[src/rtl/pipe_stage_buf.sv]
// Pipeline stage register with a 2-entry skid buffer, valid/ready handshake,
// flush and a saturating stall counter. All outputs come straight from flops.
module pipe_stage_buf #(
  parameter int DATA_W = 32,
  parameter int NCH    = 5,
  parameter int TAG_W  = 5,
  parameter int CNT_W  = 16
) (
  input  logic                  clk,
  input  logic                  reset,
  input  logic                  flush,
  input  logic                  in_valid,
  output logic                  in_ready,
  input  logic [NCH*DATA_W-1:0] in_data,
  input  logic [TAG_W-1:0]      in_tag,
  output logic                  out_valid,
  input  logic                  out_ready,
  output logic [NCH*DATA_W-1:0] out_data,
  output logic [TAG_W-1:0]      out_tag,
  output logic [1:0]            occupancy,
  output logic [CNT_W-1:0]      stall_cnt
);

  localparam int W = NCH * DATA_W;

  typedef enum logic [1:0] {
    EMPTY = 2'd0,
    FULL1 = 2'd1,
    FULL2 = 2'd2
  } state_e;

  state_e             state_q, state_d;
  logic [W-1:0]       head_data_q, head_data_d;
  logic [TAG_W-1:0]   head_tag_q, head_tag_d;
  logic [W-1:0]       skid_data_q, skid_data_d;
  logic [TAG_W-1:0]   skid_tag_q, skid_tag_d;
  logic               out_valid_q, out_valid_d;
  logic               in_ready_q, in_ready_d;
  logic [CNT_W-1:0]   stall_cnt_q, stall_cnt_d;
  logic               accept_s;
  logic               consume_s;

  assign accept_s  = in_valid & in_ready_q;
  assign consume_s = out_valid_q & out_ready;

  // Next-state, entry movement and stall counter
  always_comb begin
    state_d     = state_q;
    head_data_d = head_data_q;
    head_tag_d  = head_tag_q;
    skid_data_d = skid_data_q;
    skid_tag_d  = skid_tag_q;

    if (flush) begin
      state_d     = EMPTY;
      head_data_d = '0;
      head_tag_d  = '0;
      skid_data_d = '0;
      skid_tag_d  = '0;
    end else begin
      case (state_q)
        EMPTY: begin
          if (accept_s) begin
            state_d     = FULL1;
            head_data_d = in_data;
            head_tag_d  = in_tag;
          end else begin
            state_d = EMPTY;
          end
        end
        FULL1: begin
          if (accept_s && consume_s) begin
            head_data_d = in_data;
            head_tag_d  = in_tag;
          end else if (accept_s) begin
            state_d     = FULL2;
            skid_data_d = in_data;
            skid_tag_d  = in_tag;
          end else if (consume_s) begin
            // head keeps its last value so out_data holds after draining
            state_d = EMPTY;
          end else begin
            state_d = FULL1;
          end
        end
        FULL2: begin
          if (consume_s) begin
            state_d     = FULL1;
            head_data_d = skid_data_q;
            head_tag_d  = skid_tag_q;
          end else begin
            state_d = FULL2;
          end
        end
        default: begin
          state_d = EMPTY;
        end
      endcase
    end

    out_valid_d = (state_d != EMPTY);
    in_ready_d  = (state_d != FULL2);

    if (out_valid_q && !out_ready && (stall_cnt_q != {CNT_W{1'b1}})) begin
      stall_cnt_d = stall_cnt_q + CNT_W'(1);
    end else begin
      stall_cnt_d = stall_cnt_q;
    end
  end

  // State and output registers with synchronous reset
  always_ff @(posedge clk) begin
    if (reset) begin
      state_q     <= EMPTY;
      head_data_q <= '0;
      head_tag_q  <= '0;
      skid_data_q <= '0;
      skid_tag_q  <= '0;
      out_valid_q <= 1'b0;
      in_ready_q  <= 1'b1;
      stall_cnt_q <= '0;
    end else begin
      state_q     <= state_d;
      head_data_q <= head_data_d;
      head_tag_q  <= head_tag_d;
      skid_data_q <= skid_data_d;
      skid_tag_q  <= skid_tag_d;
      out_valid_q <= out_valid_d;
      in_ready_q  <= in_ready_d;
      stall_cnt_q <= stall_cnt_d;
    end
  end

  assign in_ready  = in_ready_q;
  assign out_valid = out_valid_q;
  assign out_data  = head_data_q;
  assign out_tag   = head_tag_q;
  assign occupancy = state_q;
  assign stall_cnt = stall_cnt_q;

endmodule
[config.mk]
export PLATFORM = sky130hd
export DESIGN_NAME = pipe_stage_buf
export DESIGN_NICKNAME = d
export VERILOG_FILES = /design/src/rtl/pipe_stage_buf.sv
export SDC_FILE = /design/constraint.sdc
export NUM_CORES = 1
export LEC_CHECK = 0
export ABC_AREA = 1
export BUFFER_PORTS_ARGS = -buffer_cell sky130_fd_sc_hd__buf_4
export CORE_ASPECT_RATIO = 1.5
export CORE_MARGIN = 2
export CORE_UTILIZATION = 39
export DETAILED_ROUTE_END_ITERATION = 6
export GPL_ROUTABILITY_DRIVEN = 0
export HOLD_SLACK_MARGIN = 0.1
export SLEW_MARGIN = 20
export SYNTH_ARGS = -nofsm -noshare
export SYNTH_HDL_FRONTEND = slang
export SYNTH_SLANG_ARGS = --single-unit
[constraint.sdc]
create_clock -name clk -period 3.7 [get_ports clk]
set_input_delay 0.555 -clock clk [delete_from_list [all_inputs] [get_ports clk]]
set_output_delay 0.555 -clock clk [all_outputs]
set_load 0.03 [all_outputs]
After elaboration in Yosys (flattened, before gate mapping):

Cells that the tools add are included.

* word-level logic and storage cells: 44
* bits of input ports: 170
* output and inout port bits: 185
* flip-flop bits (word level): 350

* add/sub/neg operators: 1
* reductions and logical operators: 10
* bitwise logic cells: 3
* eq/ne operators: 7
* mux-type cells: 15

Operator list (number)
* $mux 160: 3
* $pmux 160 s3: 1
* $add 16x1->16 const B: 1
* $ne 16x16->1 const B: 1
* $mux 5: 3
* $pmux 5 s3: 1
* $mux 2: 4
* $ne 2x2->1 const B: 4
* $pmux 2 s3: 1
* $reduce_and 4->1: 1
* $logic_and 1x1->1: 3
* $reduce_and 3->1: 1
* $reduce_bool 3->1: 1
* $and 1x1->1: 2
* $eq 2x1->1 const B: 1
* $eq 2x2->1 const B: 1
* $logic_not 2->1: 1
* $mux 1: 2
* $reduce_bool 2->1: 1
* $reduce_or 2->1: 1
* $logic_not 1->1: 1
* $not 1->1: 1

Depth between registers and ports, before layout:

Gate-level depths: netlist (run 1).

* word-level depth: 7
* depth in mapped cells: 9
* mapped depth without buffers: 9

Worst setup path before layout (run 1):

No wires, ideal clock.

* path kind: reg2reg
* from: reg stall_cnt_q[0], in the netlist stall_cnt[0]
* to: reg stall_cnt_q[0], in the netlist stall_cnt[0]
* library setup time: 114 ps
* cell stages (with the launch flop): 10
* setup slack: 2005 ps
* period minus slack after synthesis: 1695 ps
* arrival: 1581 ps
* data required time: 3586 ps
* buffers on the path: 1
* cells stage by stage: dfxtp_1 -> ha_1 -> nand2_1 -> nor2_1 -> nand2_1 -> nor2_1 -> nor2_4 -> buf_6 -> nor2_1 -> nor2_1

* cells in the longest elaborated chain, start to end: 2
* elaborated cells between the ends (all ways): 3
* classes of those cells: add/sub (1); eq/ne (1); reduce/logical (1)

RTL lines
* start: declaration: RTL line 39 `logic [CNT_W-1:0] stall_cnt_q, stall_cnt_d;`
* start signal: assignment: RTL line 130 `stall_cnt_q <= stall_cnt_d;`
* branches (longest 2 deep; another with $add 16x1->16)

Parallel ways; which one is timed is not known.
A chain may end at the register's enable or synchronous reset.

Worst setup path after layout (run 1):

* from: reg in_ready_q, in the netlist in_ready
* to: reg skid_data_q[29]

* cells in the longest elaborated chain, start to end: 4

RTL lines
* start: declaration: RTL line 38 `logic in_ready_q, in_ready_d;`
* start signal: assignment: RTL line 129 `in_ready_q <= in_ready_d;`
* $and 1x1->1 (*): RTL line 43 `assign accept_s = in_valid & in_ready_q;`
* $logic_and 1x1->1: RTL line 72 `if (accept_s && consume_s) begin`
* $not 1->1 (no source line)
* $reduce_and 3->1 (no source line) (*)
* end signal: assignment: RTL line 126 `skid_data_q <= skid_data_d;`
* end: declaration: RTL line 35 `logic [W-1:0] skid_data_q, skid_data_d;`

Mark *: on every way between the ends. The rest lies on a longest branch, timed or not.

==> metrics.cfg, run 1 <==
[run_status]
outcome=finished, final reports clean

[clock_tree]
cts_root_buffer=clkbuf_16
cts.path.max_buffers=3
cts_hold_buf=0
path_clk_slew_ns=0.06
cts_tree=done
cts_buffers=35
post_cts_resized=0
clock_sinks=350
cts_setup_buffers=0
clock_latency_ns=0.52
htree_levels=2

[final_layout]
final_util_pct=51.2
drive_above_1_share_pct=20.8
final_nets=2239
area_growth_syn_to_layout_pct=29.0

[timing]
rsz0062_at_grt=false
slew_headroom_pct=17.6
tightestPinTransition_ns=1.24
hold_viol_final=0
fin_crit_sh_pct=60.2
final_max_slew_viol_count=0
fin_tns_setup_ns=0
setup_viol=0
final.setup_skew_ns=0.0170
fin_crit_ns=2.23
timing.fmax_mhz=449

[routing]
drcViolationCount=0
dr.pass1.iters=6
wire_per_inst_um=16.1
ant_nets=0
dr.first_iter.drc_count=741
wl_met1_mm=16.3
top_layer=met5
via_count=12900
drt_wl_total_mm=40.4
met3_length_mm=2.78
vias_per_cell=5.14
routed-wl-met2_mm=20.0

[grt]
grtUsageTotal_pct=21.4
grt_pass1_vias=12000
grt_max_degree=166
grt_first_pass_wirelength_mm=63.2
antenna_found_initial=2
grt_overflow=0

[power_and_ir_drop]
power_frac_comb_pct=11.8
finalPower_w=0.00858
clkPwrFrac_pct=41.9
switching_power_w=0.00215
power.leakage_nw=7.11
peakVddDrop_mv=0.304
p_int_w=0.00643
p_per_area_nw_per_um2=489
switching_share_pct=25.0
power_frac_seq_pct=46.3

[setup_path]
arrival_ns=2.68
setup.worst_path.class=flop to flop
path_buf_inv=2
cp-start-kind=flop
crit_family=buffers and inverters
cpPeakStageDelay_ns=0.62
worst_path_most_repeated_cell=nor2_1
crit_fanout=88
cp_slowest_cell=inv_6
crit_chain=nand2_1, nor2_1, nand3_4, inv_6, buf_4, nor2_1, nor2_1
cp_data_required_time_ns=4.15
crit_path_end_kind=flop

[floorplanning]
die_y_um=233
core_sq_um=34300
die_w_um=156
top_level_ports=355
start_util_pct=39.7
die-area_sq_um=36400
rows=83

[logic_synthesis]
synth.cell_area_sq_um=13600
synth_cell_types=24
syn-instance-count=1802
syn_avg_cell_area_sq_um=7.55
yosysSeqAreaShare_pct=51.5
synthesis.nets=1973
ys_seq_elements=350
yosysWarnings=0

[worst_hold_path]
hp-class=input port to flop

[placement]
port_buffers=354
dp_hpwl_mm=25.7

[job]
maxCapViolCount=0

[cell usage in the layout (no fill, tap or decap), types with 3 or more instances in the layout]
cell         n
a21oi_1     14
a31oi_1    165
buf_12      12
buf_4      364
bufinv_16    3
clkbuf_1     9
clkbuf_16   37
clkbuf_8     6
dfxtp_1    350
inv_1       15
nand2_1    385
nand3_1     12
nand4_1      5
nor2_1     356
nor2_4       3
o21ai_0    273
o21ai_1     60
xnor2_1      3
xor2_1       4
[worst min-delay path: cells and delay by family]
kind	cells	cell delay [ns]
AO/OA/AOI/OAI	1	0.07
buffers and inverters	1	0.09
AND/OR/NAND/NOR	1	0.07
[cells in the mapped netlist (all sizes together)]
master    n  share of area [%]
ha        1              0.092
clkbuf   60                1.7
nand4     5               0.23
o21ai   334                 12
nand2   386                 11
dfxtp   350                 52
nor2    360                 10
a31oi   165                7.6
a21oi    14               0.52
nor3      2              0.074
nand3    13               0.48
inv      18               0.50
xnor2     3               0.19
buf      87                3.9
xor2      4               0.26
[power groups by stage]
| stage | Combinational, W | Sequential (W) | Clock, W |
|---|---|---|---|
| detailed placement | 0.00102 | 0.00405 | 0 |
| CTS | 0.00102 | 0.00397 | 0.00368 |
| global placement | 0.00101 | 0.00405 | 0 |
| finish | 0.00101 | 0.00397 | 0.00360 |
| floorplan | 0.000418 | 0.00422 | 0 |
| global route | 0.00111 | 0.00398 | 0.00383 |
[worst paths after layout]
check	start	end	slack, ns	cells past startpoint
setup / recovery	in_ready	skid_data_q[29]	1.47	7
hold / removal	in_data[6]	skid_data_q[6]	0.30	3
setup reg to reg	in_ready	skid_data_q[29]	1.47	7
hold reg to reg	skid_data_q[146]	out_data[146]	0.46	2
[per-stage QoR]
stage	instance area, sq um	setup slack (ns)	std cells	hold WS (ns)
finish	17500	1.47	2514	0.298
global route	17500	1.21	2514	0.291
CTS	17500	1.43	2513	0.274
detailed placement	16400	1.15	2456	0.469
global placement	16400	1.22	2456	0.463
floorplan	13600	2.00	1802	0.455
[final cells by class]
class                           count  area, sq um
Tap cell                          425          532
Clock inverter                      5          103
Clock buffer                       52         1040
Multi-Input combinational cell   1287         5810
Fill cell                        3340        16700
Timing Repair Buffer              376         2970
Inverter                           18         75.1
Sequential cell                   350         7010
Antenna cell                        1         2.50
[flip-flops by register name (all words and copies together), names as in the netlist]
register and flops:
skid_data_q 160, out_data 160, in_ready 1, out_valid 1, skid_tag_q 5, out_tag 5, occupancy 2, stall_cnt 16
[logic make-up after synthesis]
logic type	count (synthesis)	synth area share (%)
buffers and inverters	165	6.01
AO/OA/AOI/OAI	513	20.4
flip-flops	350	51.5
adder cells (fa/ha/maj)	1	0.0920
AND/OR/NAND/NOR	766	21.5
XOR/XNOR	7	0.451
[routing by layer]
layer	global-route usage, %	vias to the layer above
li1	-	6540
met1	25.3	5927
met2	37.5	376
met3	4.88	70
met4	7.97	2
met5	0	-
Power figures use the tool's default switching activity.
==> inputs of run 2 (changes only) <==
==> constraint.sdc (replaced) <==
create_clock -name clk -period 2 [get_ports clk]
set_input_delay 0.3 -clock clk [delete_from_list [all_inputs] [get_ports clk]]
set_output_delay 0.3 -clock clk [all_outputs]
set_load 0.03 [all_outputs]
==> run 2 against run 1 <==
  * Die area unchanged
  * First-iteration DRC count rose by 13%
  * Combinational power is 110% higher
  * Wire length increased by 3.4%
  * Final cell count is 7.2% higher
  * Flip-flop and latch count unchanged
  * Clock skew rose by 0.0015 ns
  * Setup slack worse by 1.2 ns
  * Global-route usage rose by 0.84 points
  * Critical path type unchanged
  * Critical endpoint is now stall_cnt[7]
==> metrics.cfg, run 2 (synthesis results as in run 1) <==
[timing]
slew_headroom_pct=67.9  ; +50 points
fin_crit_ns=1.76  ; -0.466 ns
hold_viol_final=0  ; unchanged
final.setup_skew_ns=0.0185  ; +0.00149 ns
tightestPinTransition_ns=0.482  ; -0.754 ns
timing.fmax_mhz=568  ; +26%
final_max_slew_viol_count=0  ; unchanged
setup_viol=0  ; unchanged
fin_crit_sh_pct=88.0  ; +28 points
fin_tns_setup_ns=0  ; unchanged

[grt]
grt_overflow=0  ; unchanged
grt_max_degree=105  ; -37%
grt_pass1_vias=12900  ; +7.8%
grt_first_pass_wirelength_mm=66.1  ; +4.5%
grtUsageTotal_pct=22.2  ; +0.84 points
antenna_found_initial=1  ; -1

[setup_path]
setup.worst_path.class=flop to flop
crit_path_end_kind=flop
rrSetupSlack_ns=0.24  ; -1.23 ns
arrival_ns=2.20  ; -0.48 ns
cp_data_required_time_ns=2.44  ; -1.71 ns
worstSetupEndpoint=stall_cnt[7]
cp-start-kind=flop
r2r_start=stall_cnt[0]
worstSetupStartpoint=stall_cnt[0]
timing.rr.end=stall_cnt[7]
crit_fanout=10  ; -89%
rr_worst_depth=7  ; unchanged

[clock_tree]
post_cts_resized=0  ; unchanged
cts_hold_buf=167  ; +167
htree_levels=2  ; unchanged
cts_setup_buffers=0  ; unchanged
cts.path.max_buffers=3  ; unchanged
cts_root_buffer=clkbuf_16
cts_tree=done
clock_latency_ns=0.52  ; about the same
clock_sinks=350  ; unchanged
path_clk_slew_ns=0.06  ; about the same
cts_buffers=35  ; unchanged

[routing]
drcViolationCount=0  ; unchanged
drt_wl_total_mm=41.8  ; +3.4%
ant_nets=0  ; unchanged
vias_per_cell=5.07  ; -1.2%
wire_per_inst_um=15.5  ; -3.5%
dr.pass1.iters=5  ; -1
dr.first_iter.drc_count=840  ; +13%
via_count=13700  ; +5.9%

[final_layout]
final_nets=2415  ; +7.9%
final_area_sq_um=19300  ; +10%
final_common_cell=nand2_1
drive_above_1_share_pct=19.6  ; -1.2 points
fillers=3153  ; -5.6%
layout_common_cells=nand2_1, buf_4, nor2_1
area_growth_syn_to_layout_pct=42.0

[floorplanning]
core_sq_um=34300  ; unchanged
start_util_pct=39.7  ; unchanged
top_level_ports=355  ; unchanged
rows=83  ; unchanged
die-area_sq_um=36400  ; unchanged
die_w_um=156  ; unchanged
die_y_um=233  ; unchanged

[placement]
port_buffers=354  ; unchanged
dp_hpwl_mm=25.8  ; +0.18%
dpl_cell_area_sq_um=16500  ; +0.87%

[power_and_ir_drop]
peakVddDrop_mv=0.646  ; +110%
switching_power_w=0.00405  ; +89%
clkPwrFrac_pct=40.2  ; -1.7 points
power_frac_comb_pct=13.7  ; +1.9 points
p_per_area_nw_per_um2=824  ; +69%
p_int_w=0.0119  ; +84%
finalPower_w=0.0159  ; +86%
power_frac_seq_pct=46.1  ; -0.2 points
power.leakage_nw=7.87  ; +11%
switching_share_pct=25.5  ; +0.44 points

[run_status]
outcome=finished, final reports clean

[worst_hold_path]
hp-class=input port to flop

[job]
maxCapViolCount=0  ; unchanged

-- run 2: cell count changes in the layout (fill, tap and decap cells not counted), moves of 2 or more --
| cell | before | now |
|---|---|---|
| dlygate4sd3_1 | 0 | 167 |
| buf_12 | 12 | 18 |
| clkinv_2 | 1 | 6 |
| buf_4 | 364 | 367 |
| clkbuf_16 | 37 | 35 |
| diode_2 | 1 | 3 |
-- run 2: per-layer routing --
layer / vias up / share of wire, % / global-route usage (%)
met4: 0 / 4.2 / 10.5
li1: 6911 / - / -
met5: - / 0 / 0
met2: 418 / 50 / 39.2
met1: 6244 / 40 / 25.8
met3: 102 / 5.9 / 4.25
-- run 2: through the flow --
stage                     util, %  setup slack (ns)  hold WS (ns)  std cells
after floorplan                 -             0.305         0.455       1802
after global placement       48.3             0.208         0.462       2465
after detailed placement     48.3             0.172         0.469       2465
after CTS                    56.3             0.242         0.207       2692
after global routing         56.3         -0.000201         0.243       2693
final                        56.4             0.240         0.218       2695
-- run 2: worst min-delay path by stage --
| stage | from | end | cells past startpoint |
|---|---|---|---|
| 5_1_grt | out_ready | stall_cnt[8] | 6 |
| 3_3_place_gp | skid_data_q[121] | skid_data_q[121] | 2 |
| 6_report | out_ready | stall_cnt[8] | 5 |
| 3_5_place_dp | skid_data_q[31] | out_data[31] | 2 |
| 4_1_cts | out_ready | stall_cnt[10] | 5 |
| 2_1_floorplan | skid_data_q[0] | skid_data_q[0] | 2 |
-- run 2: final cells by class --
type | instances | area [sq um] | area share, %
tap | 425 | 532 | 2.75
timing repair buffer | 552 | 4790 | 24.8
antenna | 3 | 7.51 | 0.0389
multi-input combinational | 1287 | 5810 | 30.1
clock inverter | 9 | 98.8 | 0.512
clock buffer | 51 | 996 | 5.16
inverter | 18 | 75.1 | 0.389
sequential | 350 | 7010 | 36.3
-- run 2: worst max-delay path, stage by stage (launching register included) --
cell	delay, ns
dfxtp_1	0.41
ha_1	0.23
nand2_1	0.07
nor2_1	0.16
nand2_1	0.12
o21ai_2	0.43
nand2_1	0.11
a21oi_1	0.15
-- run 2: power by group through the flow --
| stage | Clock, W | Combinational [W] | Sequential (W) |
|---|---|---|---|
| global placement | 0 | 0.00189 | 0.00750 |
| detailed placement | 0 | 0.00191 | 0.00749 |
| global route | 0.00683 | 0.00237 | 0.00736 |
| floorplan | 0 | 0.000773 | 0.00780 |
| finish | 0.00640 | 0.00217 | 0.00734 |
| CTS | 0.00657 | 0.00218 | 0.00734 |
==> inputs of run 3 (changes only) <==
--- a/config.mk
+++ b/config.mk
@@ -7,12 +7,15 @@
 export LEC_CHECK = 0
 export ABC_AREA = 1
 export BUFFER_PORTS_ARGS = -buffer_cell sky130_fd_sc_hd__buf_4
+export CELL_PAD_IN_SITES_DETAIL_PLACEMENT = 2
+export CELL_PAD_IN_SITES_GLOBAL_PLACEMENT = 2
 export CORE_ASPECT_RATIO = 1.5
 export CORE_MARGIN = 2
-export CORE_UTILIZATION = 39
+export CORE_UTILIZATION = 26
 export DETAILED_ROUTE_END_ITERATION = 6
 export GPL_ROUTABILITY_DRIVEN = 0
 export HOLD_SLACK_MARGIN = 0.1
+export PLACE_DENSITY_LB_ADDON = 0.1
 export SLEW_MARGIN = 20
 export SYNTH_ARGS = -nofsm -noshare
 export SYNTH_HDL_FRONTEND = slang
==> run 3 against run 2 <==
  * Critical path depth is 1 lower
  * Highest routed layer is now met5
  * Largest cell class unchanged
  * Maximum frequency is 4.8% lower
  * Die area is 49% higher
  * Via count is 5.4% higher
==> metrics.cfg, run 3 (synthesis results as in run 1) <==
[setup_path]
cp_data_required_time_ns=2.44  ; about the same
timing.rr.end=out_data[73]
cp-start-kind=flop
rr_worst_depth=6  ; -1
rrSetupSlack_ns=0.15  ; -0.09 ns
setup.worst_path.class=flop to flop
r2r_start=occupancy[0]
crit_path_end_kind=flop
crit_family=simple AND/OR/NAND/NOR gates
crit_fanout=32  ; +22
cp_slowest_cell=dfxtp_1
crit_chain=nor2_4, nand3_2, nand2_8, buf_12, o21ai_0, a31oi_1
cpPeakStageDelay_ns=0.40  ; -0.03 ns
path_buf_inv=1  ; +1
arrival_ns=2.29  ; +0.09 ns

[grt]
use_met1_pct=22.7  ; -3.1 points
antenna_found_initial=4  ; +3
grt.busiest_layer=met2
grt_first_pass_wirelength_mm=86.7  ; +31%
grt_use_met2_pct=36.7  ; -2.5 points
grt_max_degree=82  ; -22%
grt_overflow=0  ; unchanged
use_met3_pct=4.21  ; -0.036 points
grt_pass1_vias=15700  ; +21%
grtUsageTotal_pct=20.0  ; -2.3 points

[routing]
dr.pass1.iters=4  ; -1
ant_nets=0  ; unchanged
dr.first_iter.drc_count=361  ; -57%
via_count=14400  ; +5.4%
drt_wl_total_mm=55.7  ; +33%
drcViolationCount=0  ; unchanged
wire_per_inst_um=18.7  ; +20%
vias_per_cell=4.82  ; -4.9%

[final_layout]
drive_above_1_share_pct=21.2  ; +1.6 points
final_nets=2453  ; +1.6%
layout_common_cells=buf_4, nand2_1, nor2_1
final_common_cell=buf_4
area_growth_syn_to_layout_pct=48.1
finalNonFillerCells=2987  ; +11%

[floorplanning]
start_util_pct=26.3  ; -13 points
core_sq_um=51700  ; +51%
die_w_um=191  ; +22%
die_y_um=284  ; +22%
die-area_sq_um=54200  ; +49%
rows=102  ; +23%
top_level_ports=355  ; unchanged

[clock_tree]
path_clk_slew_ns=0.06  ; about the same
cts_setup_buffers=0  ; unchanged
cts_tree=done
cts_buffers=39  ; +11%
htree_levels=2  ; unchanged
cts_root_buffer=clkbuf_16
clock_latency_ns=0.53  ; about the same
clock_sinks=350  ; unchanged
cts.path.max_buffers=3  ; unchanged

[placement]
dp_hpwl_mm=36.1  ; +40%
port_buffers=354  ; unchanged
dp_cells=2748  ; +11%

[timing]
final.setup_skew_ns=0.0168  ; -0.00164 ns
setup_viol=0  ; unchanged
slew_headroom_pct=69.3  ; +1.4 points
final_max_slew_viol_count=0  ; unchanged
fin_crit_sh_pct=92.5  ; +4.5 points
fin_tns_setup_ns=0  ; unchanged
timing.fmax_mhz=541  ; -4.8%
fin_crit_ns=1.85  ; +0.0897 ns
tightestPinTransition_ns=0.461  ; -0.0207 ns
hold_viol_final=0  ; unchanged
rsz0062_at_grt=false

[worst_hold_path]
worstHoldPathCells=5  ; unchanged
min_to=stall_cnt[8]
hp-class=input port to flop
hold_start=out_ready

[run_status]
outcome=finished, final reports clean

[job]
maxCapViolCount=0  ; unchanged

[power_and_ir_drop]
p_per_area_nw_per_um2=839  ; +1.8%
peakVddDrop_mv=0.535  ; -17%
power.leakage_nw=8.15  ; +3.6%

==> run 3: changes by cell type in the layout (fill, tap and decap cells not counted), sizes merged <==
cell / previous run / this run
buf: 385 / 417
bufinv: 2 / 0
clkbuf: 51 / 64
clkinv: 6 / 4
diode: 3 / 2
inv: 19 / 18
nand2: 386 / 388
==> run 3: report_power, final <==
part | total (W) | leakage (nW) | internal, W | switching (W)
Clock | 0.00720 | 0.632 | 0.00425 | 0.00295
Combinational | 0.00236 | 4.67 | 0.00101 | 0.00135
Sequential | 0.00735 | 2.84 | 0.00721 | 0.000143
Total | 0.0169 | 8.15 | 0.0125 | 0.00444
==> run 3: worst min-delay path, stage by stage <==
cell and delay (ns):
buf_4 0.12, nor2_2 0.07, nand3_1 0.10, nor2_1 0.04, nor2_1 0.08
==> run 3: final cells by class <==
class / count / area, sq um
diodes: 2 / 5.00
clock buffers: 64 / 1250
clock inverters: 4 / 20.0
fillers: 5895 / 31500
inverters: 18 / 77.6
multi-input cells: 1289 / 5840
flip-flops and latches: 350 / 7010
well taps: 676 / 846
repair buffers: 584 / 5100
==> run 3: how the worst max path moves through the flow <==
| stage | start | endpoint | slack [ns] | cells past startpoint |
|---|---|---|---|---|
| 4_1_cts | occupancy[1] | out_data[16] | 0.11 | 7 |
| 2_1_floorplan | stall_cnt[0] | stall_cnt[0] | 0.30 | 9 |
| 3_5_place_dp | in_valid | out_data[16] | 0.11 | 8 |
| 6_report | occupancy[0] | out_data[73] | 0.15 | 6 |
| 5_1_grt | occupancy[1] | out_data[73] | 0.02 | 7 |
| 3_3_place_gp | in_valid | out_data[75] | 0.19 | 8 |
==> run 3: through the flow <==
step           utilization [%]  power [W]  instance area, sq um  hold slack, ns  setup slack [ns]
2_1_floorplan                -    0.00858                 13600           0.455             0.305
3_3_place_gp              33.2    0.00953                 17200           0.461             0.185
3_5_place_dp              33.2    0.00959                 17200           0.472             0.105
4_1_cts                   38.9     0.0172                 20100           0.186             0.112
5_1_grt                   39.0     0.0177                 20100           0.257            0.0240
6_report                  39.0     0.0169                 20200           0.213             0.150
==> run 3: timing repair <==
item,in CTS,in global routing
hold buffers,167,0
endpoints found under the setup margin,0,1
gates resized for setup,0,2
hold endpoints to repair,342,0
==> run 3: per-layer routing <==
layer	up-vias	share of wire (%)
met5	-	0.061
met4	6	2.9
met3	76	5.0
met2	296	51
met1	7054	41
li1	6975	-
